--- src/rtl/mem_access_unit_if.sv ---
// Data-bus interface between the memory-access stage and the BIU.
//   master : memory-access stage (drives request, address, write data/strobes)
//   slave  : BIU (drives grant, response valid, read data)
// Ports:
//   bus_req     request, held with all request fields until bus_gnt
//   bus_we      1 = write
//   bus_addr    word-aligned byte address
//   bus_wstrb   byte-lane strobes (0 for reads)
//   bus_wdata   lane-replicated write data
//   bus_gnt     BIU accepted the request
//   bus_rvalid  response (read data or write acknowledge)
//   bus_rdata   read data
interface mem_access_unit_if;
   logic        bus_req;
   logic        bus_we;
   logic [31:0] bus_addr;
   logic [3:0]  bus_wstrb;
   logic [31:0] bus_wdata;
   logic        bus_gnt;
   logic        bus_rvalid;
   logic [31:0] bus_rdata;

   modport master (
      output bus_req, bus_we, bus_addr, bus_wstrb, bus_wdata,
      input  bus_gnt, bus_rvalid, bus_rdata
   );

   modport slave (
      input  bus_req, bus_we, bus_addr, bus_wstrb, bus_wdata,
      output bus_gnt, bus_rvalid, bus_rdata
   );
endinterface

--- src/rtl/mem_access_unit.sv ---
// Memory-access stage of the RISC-V core (between ALU and write-back).
// Non-memory instructions pass straight to write-back with one register
// stage. Loads/stores run one request/grant/response transaction on the
// data bus; the stage stalls (in_ready low) until the response arrives.
// Misaligned halfword/word accesses are dropped with a misalign_o pulse.
// Ports:
//   clk, rst_n            core clock, synchronous active-low reset
//   in_valid / in_ready   ALU-stage handshake (ready only when idle)
//   in_pc, in_inst        pc / instruction (funct3 = in_inst[14:12])
//   in_reg_wdata          ALU result for non-load write-back
//   in_wr_reg_en/_addr    register write request
//   in_load, in_store     memory operation type
//   in_mem_addr           effective byte address
//   in_wr_mem_data        store data (rs2)
//   bus                   data-bus interface (master side)
//   wb_*                  write-back entry, wb_valid pulses per result
//   misalign_o            one-cycle pulse when a misaligned access is dropped
module mem_access_unit (
   input  logic                    clk,
   input  logic                    rst_n,
   input  logic                    in_valid,
   output logic                    in_ready,
   input  logic [31:0]             in_pc,
   input  logic [31:0]             in_inst,
   input  logic [31:0]             in_reg_wdata,
   input  logic                    in_wr_reg_en,
   input  logic [4:0]              in_wr_reg_addr,
   input  logic                    in_load,
   input  logic                    in_store,
   input  logic [31:0]             in_mem_addr,
   input  logic [31:0]             in_wr_mem_data,
   mem_access_unit_if.master       bus,
   output logic                    wb_valid,
   output logic [31:0]             wb_pc,
   output logic [31:0]             wb_inst,
   output logic                    wb_wr_reg_en,
   output logic [4:0]              wb_wr_reg_addr,
   output logic [31:0]             wb_reg_wdata,
   output logic                    misalign_o
);

   typedef enum logic [1:0] {S_IDLE, S_REQ, S_RSP} state_t;

   state_t      state_q, state_d;

   // request fields captured at acceptance, used when the response returns
   logic [31:0] pc_p1;
   logic [31:0] inst_p1;
   logic [4:0]  rd_p1;
   logic        rd_en_p1;
   logic [1:0]  idx_p1;

   logic [31:0] bus_addr_q;
   logic [31:0] bus_wdata_q;
   logic [3:0]  bus_wstrb_q;
   logic        bus_we_q;

   logic        is_mem;
   logic        is_mis;
   logic        accept;

   function automatic logic misaligned(input logic [2:0] f3, input logic [1:0] idx);
      misaligned = ((f3[1:0] == 2'b01) && idx[0]) ||
                   ((f3[1:0] == 2'b10) && (idx != 2'b00));
   endfunction

   function automatic logic [3:0] store_strobe(input logic [2:0] f3, input logic [1:0] idx);
      case (f3[1:0])
         2'b00:   store_strobe = 4'b0001 << idx;
         2'b01:   store_strobe = 4'b0011 << idx;
         2'b10:   store_strobe = 4'b1111;
         default: store_strobe = 4'b0000;
      endcase
   endfunction

   // Replicating across lanes lets the BIU pick the strobed lanes directly.
   function automatic logic [31:0] store_data(input logic [2:0] f3, input logic [31:0] rs2);
      case (f3[1:0])
         2'b00:   store_data = {4{rs2[7:0]}};
         2'b01:   store_data = {2{rs2[15:0]}};
         default: store_data = rs2;
      endcase
   endfunction

   // Aligned LW always has idx=0, so the shifted word equals bus_rdata.
   function automatic logic [31:0] load_extend(input logic [2:0] f3, input logic [1:0] idx,
                                               input logic [31:0] rdata);
      logic [31:0] sh;
      sh = rdata >> {idx, 3'b000};
      case (f3)
         3'b000:  load_extend = {{24{sh[7]}}, sh[7:0]};
         3'b001:  load_extend = {{16{sh[15]}}, sh[15:0]};
         3'b010:  load_extend = sh;
         3'b100:  load_extend = {24'd0, sh[7:0]};
         3'b101:  load_extend = {16'd0, sh[15:0]};
         default: load_extend = 32'd0;
      endcase
   endfunction

   assign is_mem = in_load | in_store;
   assign is_mis = is_mem & misaligned(in_inst[14:12], in_mem_addr[1:0]);
   assign accept = in_valid & (state_q == S_IDLE);

   assign bus.bus_addr  = bus_addr_q;
   assign bus.bus_wdata = bus_wdata_q;
   assign bus.bus_wstrb = bus_wstrb_q;
   assign bus.bus_we    = bus_we_q;

   always_ff @(posedge clk) begin
      if (!rst_n) state_q <= S_IDLE;
      else        state_q <= state_d;
   end

   always_comb begin
      state_d     = state_q;
      in_ready    = 1'b0;
      bus.bus_req = 1'b0;
      case (state_q)
         S_IDLE: begin
            in_ready = 1'b1;
            if (in_valid && is_mem && !is_mis) state_d = S_REQ;
         end
         S_REQ: begin
            bus.bus_req = 1'b1;
            if (bus.bus_gnt) state_d = S_RSP;
         end
         S_RSP: begin
            if (bus.bus_rvalid) state_d = S_IDLE;
         end
         default: state_d = S_IDLE;
      endcase
   end

   // ---- acceptance stage: capture request fields ----
   always_ff @(posedge clk) begin
      if (accept && is_mem && !is_mis) begin
         pc_p1    <= in_pc;
         inst_p1  <= in_inst;
         rd_p1    <= in_wr_reg_addr;
         rd_en_p1 <= in_wr_reg_en;
         idx_p1   <= in_mem_addr[1:0];
      end
   end

   // ---- bus request and write-back registers ----
   always_ff @(posedge clk) begin
      if (!rst_n) begin
         bus_addr_q     <= 32'd0;
         bus_wdata_q    <= 32'd0;
         bus_wstrb_q    <= 4'd0;
         bus_we_q       <= 1'b0;
         wb_valid       <= 1'b0;
         wb_pc          <= 32'd0;
         wb_inst        <= 32'd0;
         wb_wr_reg_en   <= 1'b0;
         wb_wr_reg_addr <= 5'd0;
         wb_reg_wdata   <= 32'd0;
         misalign_o     <= 1'b0;
      end else begin
         wb_valid   <= 1'b0;
         misalign_o <= 1'b0;
         if (accept) begin
            if (!is_mem || is_mis) begin
               wb_valid       <= 1'b1;
               misalign_o     <= is_mis;
               wb_pc          <= in_pc;
               wb_inst        <= in_inst;
               wb_wr_reg_addr <= in_wr_reg_addr;
               wb_wr_reg_en   <= in_wr_reg_en & ~is_mem;
               if (!is_mem) wb_reg_wdata <= in_reg_wdata;
            end else begin
               bus_addr_q  <= {in_mem_addr[31:2], 2'b00};
               bus_we_q    <= in_store;
               bus_wstrb_q <= in_store ? store_strobe(in_inst[14:12], in_mem_addr[1:0]) : 4'b0000;
               bus_wdata_q <= store_data(in_inst[14:12], in_wr_mem_data);
            end
         end
         if ((state_q == S_RSP) && bus.bus_rvalid) begin
            wb_valid       <= 1'b1;
            wb_pc          <= pc_p1;
            wb_inst        <= inst_p1;
            wb_wr_reg_addr <= rd_p1;
            wb_wr_reg_en   <= rd_en_p1 & ~bus_we_q;
            if (!bus_we_q) wb_reg_wdata <= load_extend(inst_p1[14:12], idx_p1, bus.bus_rdata);
         end
      end
   end

endmodule

--- src/flat_wrapper.sv ---
// flat-port wrapper written by rule: the top's interface ports become plain ports
module mem_access_unit_flat 
  (clk, rst_n, in_valid, in_ready, in_pc, in_inst, in_reg_wdata, in_wr_reg_en, in_wr_reg_addr, in_load, in_store, in_mem_addr, in_wr_mem_data, wb_valid, wb_pc, wb_inst, wb_wr_reg_en, wb_wr_reg_addr, wb_reg_wdata, misalign_o, bus_bus_req, bus_bus_we, bus_bus_addr, bus_bus_wstrb, bus_bus_wdata, bus_bus_gnt, bus_bus_rvalid, bus_bus_rdata);
  mem_access_unit_if bus_i ();
  input  logic clk;
  input  logic rst_n;
  input  logic in_valid;
  output logic in_ready;
  input  logic [31:0] in_pc;
  input  logic [31:0] in_inst;
  input  logic [31:0] in_reg_wdata;
  input  logic in_wr_reg_en;
  input  logic [4:0] in_wr_reg_addr;
  input  logic in_load;
  input  logic in_store;
  input  logic [31:0] in_mem_addr;
  input  logic [31:0] in_wr_mem_data;
  output logic wb_valid;
  output logic [31:0] wb_pc;
  output logic [31:0] wb_inst;
  output logic wb_wr_reg_en;
  output logic [4:0] wb_wr_reg_addr;
  output logic [31:0] wb_reg_wdata;
  output logic misalign_o;
  output wire logic [$bits(bus_i.bus_req)-1:0] bus_bus_req;
  output wire logic [$bits(bus_i.bus_we)-1:0] bus_bus_we;
  output wire logic [$bits(bus_i.bus_addr)-1:0] bus_bus_addr;
  output wire logic [$bits(bus_i.bus_wstrb)-1:0] bus_bus_wstrb;
  output wire logic [$bits(bus_i.bus_wdata)-1:0] bus_bus_wdata;
  input wire logic [$bits(bus_i.bus_gnt)-1:0] bus_bus_gnt;
  input wire logic [$bits(bus_i.bus_rvalid)-1:0] bus_bus_rvalid;
  input wire logic [$bits(bus_i.bus_rdata)-1:0] bus_bus_rdata;
  assign bus_bus_req = bus_i.bus_req;
  assign bus_bus_we = bus_i.bus_we;
  assign bus_bus_addr = bus_i.bus_addr;
  assign bus_bus_wstrb = bus_i.bus_wstrb;
  assign bus_bus_wdata = bus_i.bus_wdata;
  assign bus_i.bus_gnt = bus_bus_gnt;
  assign bus_i.bus_rvalid = bus_bus_rvalid;
  assign bus_i.bus_rdata = bus_bus_rdata;
  mem_access_unit u_core (.clk(clk), .rst_n(rst_n), .in_valid(in_valid), .in_ready(in_ready), .in_pc(in_pc), .in_inst(in_inst), .in_reg_wdata(in_reg_wdata), .in_wr_reg_en(in_wr_reg_en), .in_wr_reg_addr(in_wr_reg_addr), .in_load(in_load), .in_store(in_store), .in_mem_addr(in_mem_addr), .in_wr_mem_data(in_wr_mem_data), .bus(bus_i), .wb_valid(wb_valid), .wb_pc(wb_pc), .wb_inst(wb_inst), .wb_wr_reg_en(wb_wr_reg_en), .wb_wr_reg_addr(wb_wr_reg_addr), .wb_reg_wdata(wb_reg_wdata), .misalign_o(misalign_o));
endmodule
--- config.mk ---
export PLATFORM = sky130hd
export DESIGN_NAME = mem_access_unit_flat
export DESIGN_NICKNAME = d
export VERILOG_FILES = /design/src/rtl/mem_access_unit_if.sv /design/src/rtl/mem_access_unit.sv /design/src/flat_wrapper.sv
export SDC_FILE = /design/constraint.sdc
export NUM_CORES = 1
export LEC_CHECK = 0
export CORE_MARGIN = 10
export CORE_UTILIZATION = 42
export CTS_BUF_LIST = sky130_fd_sc_hd__clkbuf_8
export CTS_CLUSTER_SIZE = 12
export DETAILED_ROUTE_END_ITERATION = 12
export PLACE_DENSITY = 0.83
export SLEW_MARGIN = 20
export SYNTH_ARGS = -nofsm -noshare
export SYNTH_HDL_FRONTEND = slang
export SYNTH_SLANG_ARGS = --single-unit
--- constraint.sdc ---
create_clock -name clk -period 2.9 [get_ports clk]
set_input_delay 0.87 -clock clk [delete_from_list [all_inputs] [get_ports clk]]
set_output_delay 0.87 -clock clk [all_outputs]
set_load 0.02 [all_outputs]
==> impl_metrics.json, run 1 <==
{
  "async_reset_ff_share_pct": 0,
  "crit_type": "reg2out",
  "wl_per_cell_um": 21.4,
  "tightest_slew_ns": 0.797,
  "critical_path_required_ns": 2.03,
  "p_sw_w": 0.00247,
  "pin_count": 380,
  "synth_seq_area_share_pct": 52.7,
  "path_cells": "nor2b_1, clkdlybuf4s50_1",
  "hold_path_depth": 2,
  "route.detailed.drc": 0,
  "ys_types": 52,
  "netlist_area_um2": 10700,
  "synth-seq-cells": 245,
  "initial_core_util_pct": 42.5,
  "p_sw_share_pct": 28.0,
  "ir_worst_vdd_mv": 0.368,
  "via_count": 9751,
  "met3_usage_pct": 6.20,
  "worstPathMaxFanout": 8,
  "synth.most_common_cell": "dfxtp_1",
  "post_cts_resized": 0,
  "max_stage_delay_ns": 0.67,
  "antenna_found_initial": 3,
  "power_density_nw_per_um2": 558,
  "rsz0062_at_grt": "false",
  "antenna_left": 0,
  "grt.total_usage_pct": 21.6,
  "r2r_cells": 5,
  "r2r_slack_ns": 0.65,
  "drt_wl_total_mm": 37.3,
  "setup-tns-final_ns": 0,
  "hold_class": "reg2reg",
  "dieWidth_um": 179,
  "pwr-share-seq_pct": 44.5,
  "synth_top_area_share_pct": 32.5,
  "nets": 1584,
  "endpoint_kind": "primary output",
  "first_pass_iters": 5,
  "finalSetupViolCount": 0,
  "cts_tree": "yes",
  "dp_hpwl_mm": 26.9,
  "drv_cap": 0,
  "r2r-start": "u_core.inst_p1[12]",
  "worst_clock_skew_ns": 0.0266,
  "clock_path_buffers": 3,
  "grt_pass1_wl_mm": 57.8,
  "final_layout_size_suffix_gt1_share_pct": 10.6,
  "grt_max_degree": 73,
  "fin_util_pct": 63.0,
  "grt_pass1_vias": 9846,
  "cts_sinks": 245,
  "busiest_layer": "met2",
  "area_growth_pct": 48.1,
  "clockPowerShare_pct": 35.0,
  "status": "completed",
  "synth-edff-count": 72,
  "rr_endpoint": "u_core.wb_reg_wdata[25]",
  "ys.warnings.count": 0,
  "cts_setup_buffers": 0,
  "comb_power_share_pct": 20.5,
  "die-height_um": 179,
  "critical-path-slowest-cell": "clkdlybuf4s50_1",
  "clk_latency_ns": 0.54,
  "die_area_um2": 32200,
  "maxSlewViolCount": 0,
  "hold_buffers": 0,
  "met2_usage_pct": 36.5,
  "synthTopCellsByCount": "173 x dfxtp_1, 127 x nand3_1, 109 x mux2i_1, 79 x a21oi_1, 72 x edfxtp_1",
  "root_buffer": "clkbuf_8",
  "portBuffers": 377,
  "htree_levels": 2,
  "cts_buffers": 43,
  "fin_crit_ns": 2.79,
  "core_um2": 25100,
  "startpoint_type": "register",
  "yosysTopAreaCell": "dfxtp_1",
  "hold_violations": 0,
  "power.total_w": 0.00882,
  "clkSlewWorstSetupHoldPaths_ns": 0.06,
  "power.internal_w": 0.00635,
  "postSynthCellCount": 1009,
  "cp-startpoint": "u_core.state_q[0]",
  "first_iter_violations": 780,
  "viasPerCell": 5.60,
  "synth_area_per_cell_um2": 10.6,
  "fin_crit_sh_pct": 96.2,
  "synth_area_leaders": "dfxtp_1 32%, edfxtp_1 20%, mux2i_1 10%, o211a_1 6.5%, nand3_1 6.0%",
  "endpoint": "bus_bus_req",
  "arrival_ns": 1.92,
  "max_clock_freq_mhz": 358,
  "place.gp.congestion": 0.890,
  "row_count": 58,
  "grt_util_met1_pct": 25.9,
  "gr-total-overflow": 0,
  "synth_ff_type": "dfxtp_1",
  "relSlewSlack_pct": 46.9,
  "p_leak_nw": 6.75
}
power by group through the flow:
stage	combinational, W	clock [W]	sequential (W)
detailed placement	0.00181	0	0.00399
finish	0.00181	0.00309	0.00392
floorplan	0.000644	0	0.00418
global route	0.00193	0.00331	0.00395
CTS	0.00181	0.00316	0.00392
global placement	0.00178	0	0.00398
cells by family after synthesis:
logic type	share of synthesized area (%)
flip-flops	52.7
AND/OR/NAND/NOR	12.1
other	0.0351
buffers and inverters	4.40
AO/OA/AOI/OAI	19.2
multiplexers	11.5
cell type report:
type                       instances  area [um^2]
fill                            2036         9300
sequential                       245         5630
multi-input combinational        661         4630
timing repair buffer             426         4290
clock buffer                      51          702
tap                              330          413
clock inverter                    24          136
inverter                           2         8.76
antenna                            3         7.51
flip-flops by register name, indices dropped and copies added (netlist names), 2 cells and up:
name	count
u_core.bus.bus_wdata	32
u_core.inst_p1	32
u_core.pc_p1	32
u_core.wb_inst	32
u_core.wb_pc	32
u_core.wb_reg_wdata	32
u_core.bus.bus_addr	30
u_core.rd_p1	5
u_core.wb_wr_reg_addr	5
u_core.bus.bus_wstrb	4
u_core.idx_p1	2
u_core.state_q	2
metal layers:
| metal | routed length [um] | vias up | part of all wire, % |
|---|---|---|---|
| met2 | 18700 | 368 | 50 |
| met4 | 912 | 0 | 2.4 |
| met1 | 15000 | 4775 | 40 |
| met3 | 2630 | 63 | 7.1 |
| li1 | - | 4545 | - |
| met5 | 0 | - | 0 |
layout by cell type, fill, tap and decap left out, types with 9 or more instances in the layout:
cell type        instances
edfxtp_1                72
nor3_1                  27
mux2i_1                109
inv_1                   14
nand3_1                127
dfxtp_1                173
o2111ai_1                9
clkbuf_8                51
o211a_1                 69
buf_4                   37
a21oi_1                 79
clkdlybuf4s50_1        376
o21ai_0                 61
nor2_1                  29
nand2_1                 45
a2111oi_2               14
buf_12                  12
a31oi_1                  9
worst max-delay path, delay by kind of cell (launching register included):
kind                   cells  cell delay (ns)
buffers and inverters      1             0.67
flip-flops                 1             0.45
AND/OR/NAND/NOR            1             0.26
worst min path at each step:
stage                     endpoint           startpoint  slack, ns
2_1_floorplan    u_core.state_q[1]    u_core.state_q[1]       0.52
3_3_place_gp   u_core.wb_wr_reg_en  u_core.wb_wr_reg_en       0.44
3_5_place_dp   u_core.wb_wr_reg_en  u_core.wb_wr_reg_en       0.45
4_1_cts        u_core.wb_wr_reg_en  u_core.wb_wr_reg_en       0.46
5_1_grt        u_core.wb_wr_reg_en  u_core.wb_wr_reg_en       0.49
6_report       u_core.wb_wr_reg_en  u_core.wb_wr_reg_en       0.45
stage by stage:
stage / std cells / hold WS (ns) / setup WS (ns) / instance area [um^2]
after floorplan: 1010 / 0.517 / 0.167 / 10700
after global placement: 1664 / 0.438 / 0.0576 / 15000
after detailed placement: 1664 / 0.447 / 0.0628 / 15000
after CTS: 1739 / 0.457 / 0.0673 / 15800
after global routing: 1742 / 0.490 / 0.0104 / 15800
final: 1742 / 0.451 / 0.109 / 15800
No activity file was read; power rests on OpenSTA's default activity.
==> inputs of run 2 (changes only) <==
CORE_UTILIZATION = 41   (was 42)
CTS_BUF_LIST = sky130_fd_sc_hd__clkbuf_16   (was sky130_fd_sc_hd__clkbuf_8)
PLACE_DENSITY = 0.81   (was 0.83)
==> impl_metrics.json, run 2 (same netlist as run 1, synthesis figures left out) <==
{
  "worst_clock_skew_ns": 0.0109,
  "layout_commonest_cell": "clkdlybuf4s50_1",
  "clock_path_buffers": 3,
  "clockPowerShare_pct": 36.3,
  "comb_power_share_pct": 20.2,
  "startpoint_type": "register",
  "maxSlewViolCount": 0,
  "gr-total-overflow": 0,
  "grt_pass1_wl_mm": 57.9,
  "final_area_um2": 15900,
  "route.detailed.drc": 0,
  "postPlaceCellArea_um2": 15000,
  "arrival_ns": 1.88,
  "die-height_um": 181,
  "holdWs_ns": 0.472,
  "row_count": 58,
  "hold_class": "reg2reg",
  "power.internal_w": 0.00651,
  "cts_tree": "yes",
  "endpoint_kind": "primary output",
  "status": "completed",
  "drv_cap": 0,
  "die_area_um2": 32900,
  "area_growth_pct": 48.6,
  "fin_crit_sh_pct": 94.8,
  "viasPerCell": 5.66,
  "pre_cts_slack_ns": 0.0625,
  "cts_buffers": 28,
  "hold_buffers": 0,
  "first_iter_violations": 692,
  "fill_cells": 2086,
  "p_sw_share_pct": 27.7,
  "power_density_nw_per_um2": 568,
  "ir_worst_vdd_mv": 0.448,
  "htree_levels": 1,
  "root_buffer": "clkbuf_16",
  "tightest_slew_ns": 0.895,
  "met3_usage_pct": 5.91,
  "setup-tns-final_ns": 0,
  "met2_usage_pct": 36.4,
  "place.gp.congestion": 0.854,
  "wl_per_cell_um": 22.1,
  "cts_setup_buffers": 0,
  "antenna_found_initial": 8,
  "finalSetupViolCount": 0,
  "hold_violations": 0,
  "relSlewSlack_pct": 39.7,
  "cts_sinks": 245,
  "first_pass_iters": 5,
  "clk_latency_ns": 0.55,
  "final_layout_size_suffix_gt1_share_pct": 9.03,
  "clkSlewWorstSetupHoldPaths_ns": 0.06,
  "pwr-share-seq_pct": 43.5,
  "dp_hpwl_mm": 27.6,
  "p_leak_nw": 6.70,
  "grt_pass1_vias": 9951,
  "drt_wl_total_mm": 38.1,
  "initial_core_util_pct": 42.0,
  "worstPathMaxFanout": 8,
  "layout_common_cells": "376 x clkdlybuf4s50_1, 173 x dfxtp_1, 127 x nand3_1",
  "path_cells": "nor2b_1, clkdlybuf4s50_1",
  "antenna_left": 0,
  "crit_type": "reg2out",
  "p_sw_w": 0.00249,
  "portBuffers": 377,
  "post_cts_resized": 0,
  "pin_count": 380,
  "grt_max_degree": 73,
  "max_stage_delay_ns": 0.67,
  "critical_path_required_ns": 2.03,
  "nets": 1568,
  "critical-path-slowest-cell": "clkdlybuf4s50_1",
  "core_um2": 25400,
  "busiest_layer": "met2",
  "dieWidth_um": 181,
  "setup_ws_ns": 0.151,
  "rsz0062_at_grt": "false",
  "grt_util_met1_pct": 24.9,
  "via_count": 9748,
  "max_clock_freq_mhz": 364,
  "fin_crit_ns": 2.75,
  "grt.total_usage_pct": 21.5
}
-- run 2: cell types whose count changed in the layout (fill, tap and decap cells not counted) --
| cell | previous run | this run |
|---|---|---|
| diode_2 | 3 | 7 |
| buf_4 | 37 | 33 |
| inv_8 | 1 | 0 |
| clkinvlp_4 | 1 | 2 |
| clkinv_2 | 8 | 5 |
| clkbuf_16 | 0 | 28 |
| clkinv_8 | 0 | 1 |
| inv_1 | 14 | 5 |
| buf_12 | 12 | 15 |
| clkinv_4 | 0 | 1 |
| clkinv_1 | 1 | 11 |
| clkbuf_8 | 51 | 0 |
-- run 2: power groups by stage --
stage	Combinational (W)	Clock (W)	Sequential (W)
floorplan	0.000644	0	0.00418
global placement	0.00179	0	0.00398
detailed placement	0.00182	0	0.00399
CTS	0.00183	0.00332	0.00392
global route	0.00194	0.00346	0.00395
finish	0.00182	0.00326	0.00392
-- run 2: cell type report --
| type | instances | area (um^2) | share of cell area, % |
|---|---|---|---|
| flip-flops and latches | 245 | 5630 | 35.5 |
| multi-input cells | 661 | 4630 | 29.2 |
| repair buffers | 425 | 4320 | 27.2 |
| clock buffers | 28 | 701 | 4.42 |
| well taps | 330 | 413 | 2.60 |
| clock inverters | 24 | 146 | 0.923 |
| diodes | 7 | 17.5 | 0.110 |
| inverters | 2 | 8.76 | 0.0552 |
-- run 2: routing by layer --
layer	wire length, um	vias up
met5	20	-
met4	1440	2
met3	2870	82
met2	18900	383
met1	14800	4747
li1	-	4534
-- run 2: path summary, 6_finish.rpt --
kind / from / depth (start not counted) / to / slack, ns
max reg2reg: u_core.inst_p1[12] / 5 / u_core.wb_reg_wdata[25] / 0.66
min: u_core.bus.bus_wstrb[3] / 2 / u_core.bus.bus_wstrb[3] / 0.47
min reg2reg: u_core.bus.bus_wstrb[3] / 2 / u_core.bus.bus_wstrb[3] / 0.47
max: u_core.state_q[0] / 2 / bus_bus_req / 0.15
-- run 2: stage by stage --
step,instances,util [%],total power (W)
floorplan,1010,-,0.00483
global placement,1663,59.0,0.00577
detailed placement,1663,59.0,0.00580
CTS,1715,62.4,0.00907
global route,1722,62.4,0.00934
finish,1722,62.4,0.00900
-- run 2: worst max-delay path, delay by kind of cell (launching register included) --
kind | cells | cell delay (ns)
simple gates | 1 | 0.21
flops | 1 | 0.46
buf+inv | 1 | 0.67
